### config.mk
export PLATFORM = sky130hd
export DESIGN_NAME = wb_arbiter
export DESIGN_NICKNAME = d
export VERILOG_FILES = /design/src/rtl/wb_arbiter.sv
export SDC_FILE = /design/constraint.sdc
export NUM_CORES = 1
export LEC_CHECK = 0
export ABC_AREA = 1
export CORE_ASPECT_RATIO = 1.25
export CORE_MARGIN = 2
export CORE_UTILIZATION = 25
export CTS_BUF_LIST = sky130_fd_sc_hd__clkbuf_8
export CTS_CLUSTER_DIAMETER = 80
export DETAILED_ROUTE_END_ITERATION = 6
export GPL_ROUTABILITY_DRIVEN = 1
export SYNTH_ARGS = -nofsm -noshare
export SYNTH_HDL_FRONTEND = slang
export SYNTH_SLANG_ARGS = --single-unit
### constraint.sdc
create_clock -name clk -period 1.8 [get_ports clk]
set_input_delay 0.36 -clock clk [delete_from_list [all_inputs] [get_ports clk]]
set_output_delay 0.36 -clock clk [all_outputs]
set_load 0.01 [all_outputs]
### src/rtl/wb_arbiter.sv
// Writeback arbiter: buffers one ALU and one load result, serialises them onto the
// register-file write port and tracks pending writes. Define WB_RR_EN for round-robin contention.
module wb_arbiter #(
  parameter int unsigned width    = 32,
  parameter int unsigned numRegs  = 32,
  parameter int unsigned abits    = 5,
  parameter int unsigned ZERO_REG = 31
) (
  input  logic               clk,
  input  logic               rst,
  input  logic               alu_valid,
  output logic               alu_ready,
  input  logic [abits-1:0]   alu_sel,
  input  logic [width-1:0]   alu_data,
  input  logic               mem_valid,
  output logic               mem_ready,
  input  logic [abits-1:0]   mem_sel,
  input  logic [width-1:0]   mem_data,
  input  logic               pend_set,
  input  logic [abits-1:0]   pend_sel,
  output logic               wr,
  output logic [abits-1:0]   wsel,
  output logic [width-1:0]   wdata,
  output logic [numRegs-1:0] pending
);

  localparam logic [abits-1:0] ZERO_SEL = abits'(ZERO_REG);

  typedef struct packed {
    logic             valid;
    logic [abits-1:0] sel;
    logic [width-1:0] data;
  } entry_t;

  entry_t             h_alu;
  entry_t             h_mem;
  entry_t             granted;
  logic               grant_alu;
  logic               grant_mem;
  logic               contended;
  logic               any_grant;
  logic [numRegs-1:0] pending_next;

`ifdef WB_RR_EN
  typedef enum logic {SRC_ALU = 1'b0, SRC_MEM = 1'b1} src_e;
  src_e last;
  src_e last_next;
`endif

  // Grant selection; contention resolved by fixed priority or round-robin
  always_comb begin
    grant_alu = 1'b0;
    grant_mem = 1'b0;
    contended = h_alu.valid && h_mem.valid;
    if (contended) begin
`ifdef WB_RR_EN
      if (last == SRC_MEM) begin
        grant_alu = 1'b1;
      end else begin
        grant_mem = 1'b1;
      end
`else
      grant_mem = 1'b1;
`endif
    end else begin
      grant_alu = h_alu.valid;
      grant_mem = h_mem.valid;
    end
  end

  assign any_grant = grant_alu || grant_mem;
  assign granted   = grant_mem ? h_mem : h_alu;
  assign alu_ready = !h_alu.valid || grant_alu;
  assign mem_ready = !h_mem.valid || grant_mem;

`ifdef WB_RR_EN
  always_comb begin
    last_next = last;
    if (contended) begin
      last_next = grant_mem ? SRC_MEM : SRC_ALU;
    end
  end

  always_ff @(posedge clk) begin
    if (rst) begin
      last <= SRC_ALU;
    end else begin
      last <= last_next;
    end
  end
`endif

  // Scoreboard update: commit clears, issue sets, set wins on the same index
  always_comb begin
    pending_next = pending;
    for (int unsigned i = 0; i < numRegs; i++) begin
      if (wr && (wsel == abits'(i))) begin
        pending_next[i] = 1'b0;
      end
      if (pend_set && (pend_sel == abits'(i))) begin
        pending_next[i] = 1'b1;
      end
    end
    pending_next[ZERO_REG] = 1'b0;
  end

  always_ff @(posedge clk) begin
    if (rst) begin
      h_alu   <= '0;
      h_mem   <= '0;
      wr      <= 1'b0;
      wsel    <= '0;
      wdata   <= '0;
      pending <= '0;
    end else begin
      // A new accept overrides the clear of a just-granted entry
      if (alu_valid && alu_ready) begin
        h_alu <= '{valid: 1'b1, sel: alu_sel, data: alu_data};
      end else if (grant_alu) begin
        h_alu.valid <= 1'b0;
      end
      if (mem_valid && mem_ready) begin
        h_mem <= '{valid: 1'b1, sel: mem_sel, data: mem_data};
      end else if (grant_mem) begin
        h_mem.valid <= 1'b0;
      end
      wr <= any_grant && (granted.sel != ZERO_SEL);
      if (any_grant) begin
        wsel  <= granted.sel;
        wdata <= granted.data;
      end
      pending <= pending_next;
    end
  end

endmodule

; Yosys cells after proc, flatten, opt, wreduce, memory -nomap -nowiden
; Cells that the tools add are included.
[totals]
word_cells = 277
inputBits = 84
regBits = 146
[classes]
n_mux = 69
reduce_logical = 106
n_eq_ne = 61
[op_table]
columns = op, n
row1 = $eq A5 B5 Y1 const B, 30
row2 = $eq A5 B4 Y1 const B, 16
row3 = $mux W1, 68
row4 = $logic_and A1 B1 Y1, 66
row5 = $reduce_bool A2 Y1, 33
row6 = $eq A5 B3 Y1 const B, 8
row7 = $mux W37, 1
row8 = $eq A5 B2 Y1 const B, 4
row9 = $eq A5 B1 Y1 const B, 2
row10 = $logic_not A5 Y1, 2
row11 = $ne A5 B5 Y1 const B, 1
row12 = $logic_or A1 B1 Y1, 3
row13 = $logic_not A1 Y1, 2

; Logic depth before layout (Yosys ltp)
[logic_depth]
depth_word = 5
depth_mapped = 8
ltp_nobuf = 7

; Worst setup path before layout
; No wires, ideal clock.
[synth_timing]
path_type = register to register
start = register wr
end = register pending[0]
n_path_buf = 1
setup_ns = 0.132
slack_ns = 0.577
arrival_time_ns = 1.091
synth_period_minus_slack_ns = 1.223
required_time_ns = 1.668
path_stages_with_launch = 7
path_cell_list = dfxtp_1 -> inv_1 -> nor2_1 -> buf_2 -> nand3_1 -> nand2_1 -> a21oi_1
[synth_between]
elab_chain_len = 2
[synth_rtl]
columns = item, line_no
row1 = "start, declared", 21  ; output logic wr,
row2 = "start signal, assigned", 127  ; wr <= any_grant && (granted.sel != ZERO_SEL);
row3 = $logic_and A1 B1 Y1, 97  ; if (wr && (wsel == abits'(i))) begin
row4 = $reduce_bool A2 Y1 (no source line), -
row5 = "end signal, assigned", 132  ; pending <= pending_next;
row6 = "end, declared", 24  ; output logic [numRegs-1:0] pending
; No other way between the ends.
; A chain may end at the register's enable or synchronous reset.

; Final worst setup path
[layout_timing]
start = register pending[25]
end = output port pending[25]
; No word-level cell between the ends.

==> results.yml <==
placement:
  hpwl_um: 11900
  post-place-ws_ns: 0.190
  port_buffers: 153
  routabilityCongestion: 0.839
  dp_cells: 1236
synthesis:
  synthXorXnorAreaFrac: 0
  netlist.area_leader.share: 0.505
  yosys.cell_types.count: 18
  yosysWarnings: 0
  ys_ff_latch: 145
  synthCells: 821
  syn_nets: 905
  ys_seq_area_frac: 0.505
  muxShareOfSynthArea: 0
  yosys.area_share.adder: 0
  synth_largest_area_cell: "dfxtp_1"
  synth_top_family_by_area: "simple AND/OR/NAND/NOR gates"
  synth.area.top_cells: "dfxtp_1 (51%), nand2_1 (14%), nor2_1 (11%)"
  avgSynthCellArea_um2: 7.00
  netlist_area_um2: 5740
  synth_simple_gate_area_frac: 0.306
  synth-compound-area-share: 0.111
finish:
  drive_gt1_frac: 0.0643
  n_antenna_cell: 0
  area_growth_syn_to_layout_pct: 41.3
  mostFrequentLayoutCell: "nand2_1"
  final_nets: 1051
  mostFrequentLayoutCells: "nand2_1 (216), nor2_1 (166), clkdlybuf4s50_1 (142)"
  final_cell_count_no_fill: 1268
worst_setup_path:
  path_cells: "clkdlybuf4s50_1"
  critPathMaxFanout: 2
  worstSetupPathType: "flip-flop to output port"
  end_kind: "output port"
  worst_ep_required_time_ns: 1.44
  critPathLaunch: "pending[25]"
  slowest_stage: "clkdlybuf4s50_1"
  r2r-start: "h_mem[37]"
  start_kind: "flip-flop"
  slowest_delay_ns: 0.56
  worst-path-buf-inv: 1
  cp.arrival_ns: 1.39
  cpLargestDelayFamily: "buffers and inverters"
clock_tree:
  cts_setup_buffers: 0
  cts_buffers: 17
  cts.clk_slew.worst_paths_ns: 0.08
  clock_latency_ns: 0.44
  clock_path_buffers: 2
  cts_hold_buf: 0
  h-tree-depth: 4
  cts.sinks: 145
  cts_tree: "yes"
  clockRootBuffer: "clkbuf_8"
  post_cts_resized: 7
power:
  leakagePower_nw: 3.53
  pwr_density_cell_nw_per_um2: 895
  peakVddDrop_uv: 421
  fin_total_pwr_mw: 7.27
run:
  maxCapViolCount: 0
sta:
  hold_ws_ns: 0.462
  fin_worst_skew_ns: 0.0101
  setup_viol: 0
  fin_crit_sh: 0.970
  maxSlewHeadroom: 0.644
  finalHoldViolCount: 0
  setup_slack_ns: 0.0538
  finalMaxSlewViolations: 0
  fin_setup_tns_ns: 0
  max_clock_freq_mhz: 573
  finalCriticalPeriod_ns: 1.75
  tightest_slew_ns: 0.532
  rsz0062_at_grt: "no"
floorplanning:
  start_util: 0.252
  ios: 156
  std_cell_rows: 62
  dieHeight_um: 173
  dieArea_um2: 24200
  coreArea_um2: 22800
  die_w_um: 140
drt:
  highest_layer: "met4"
  drcViolationCount: 0
  via_count: 5601
  ant_nets: 0
  drt-total-wl_um: 17600
  dr_wl_met2_um: 8400
  drt_pre_antenna_iters: 6
  first_iter_violations: 257
  wl_per_cell_um: 13.9
  met1Wirelength_um: 7790
  wl_met3_um: 1150
  via_per_inst: 4.42
global_route:
  grt_pass1_vias: 5284
  grt_max_degree: 69
  grtUsageTotal: 0.145
  antenna_found_initial: 1
  grt-ovfl-total: 0
  grt_pass1_wl_um: 28000
hold_path:
  min_path_type: "flip-flop to flip-flop"
  hp-start: "h_alu[0]"
status:
  status: "completed"
Yosys cell counts:
| master | instances |
|---|---|
| nand3_1 | 60 |
| nand2_2 | 2 |
| nor2_1 | 167 |
| nand3b_1 | 1 |
| conb_1 | 2 |
| inv_2 | 4 |
| buf_1 | 2 |
| o21ai_0 | 53 |
| a21oi_1 | 36 |
| inv_1 | 53 |
| buf_2 | 29 |
| o211ai_1 | 4 |
| a31oi_1 | 5 |
| clkbuf_1 | 13 |
| dfxtp_1 | 145 |
| nand2_1 | 216 |
| buf_4 | 3 |
| o21ai_1 | 26 |
cells by family (layout without fill, tap and decap cells):
kind of cell,after synthesis,in the layout
and+or+nand+nor,446,446
DFF,145,145
buffers and inverters,104,263
other,2,2
AOI/OAI and AO/OA,124,124
power by group:
group | internal (mW) | switching (mW) | leakage (nW)
logic | 0.447 | 0.506 | 2.13
clock network | 1.54 | 1.28 | 0.210
registers | 3.39 | 0.103 | 1.19
cell type report:
cell class / instances / area, µm²
clock buffer: 18 / 248
clock inverter: 14 / 191
fill: 2483 / 14700
inverter: 57 / 215
multi-input combinational: 572 / 2410
sequential: 145 / 2910
tap: 288 / 360
timing repair buffer: 174 / 1780
metal layers:
metal | up-vias | track usage
met4 | 0 | 0.0417
li1 | 2870 | -
met3 | 16 | 0.0390
met2 | 177 | 0.243
met5 | - | 0
met1 | 2538 | 0.182
worst paths after layout:
kind              depth (start not counted)           to  slack [ns]
hold / removal                            2     h_alu[0]        0.46
setup reg to reg                          6           wr        0.43
setup / recovery                          1  pending[25]        0.05
hold reg to reg                           2     h_alu[0]        0.46
through the flow:
step / utilization / area [µm²]
floorplan: - / 5740
global placement: 0.336 / 7650
detailed placement: 0.336 / 7650
CTS: 0.355 / 8090
global route: 0.356 / 8120
finish: 0.356 / 8120
sequential cells by signal (all words and copies together), names as in the netlist:
register  cells
wr            1
h_alu        38
pending      31
wsel          5
h_mem        38
wdata        32
Power figures use the tool's default switching activity.
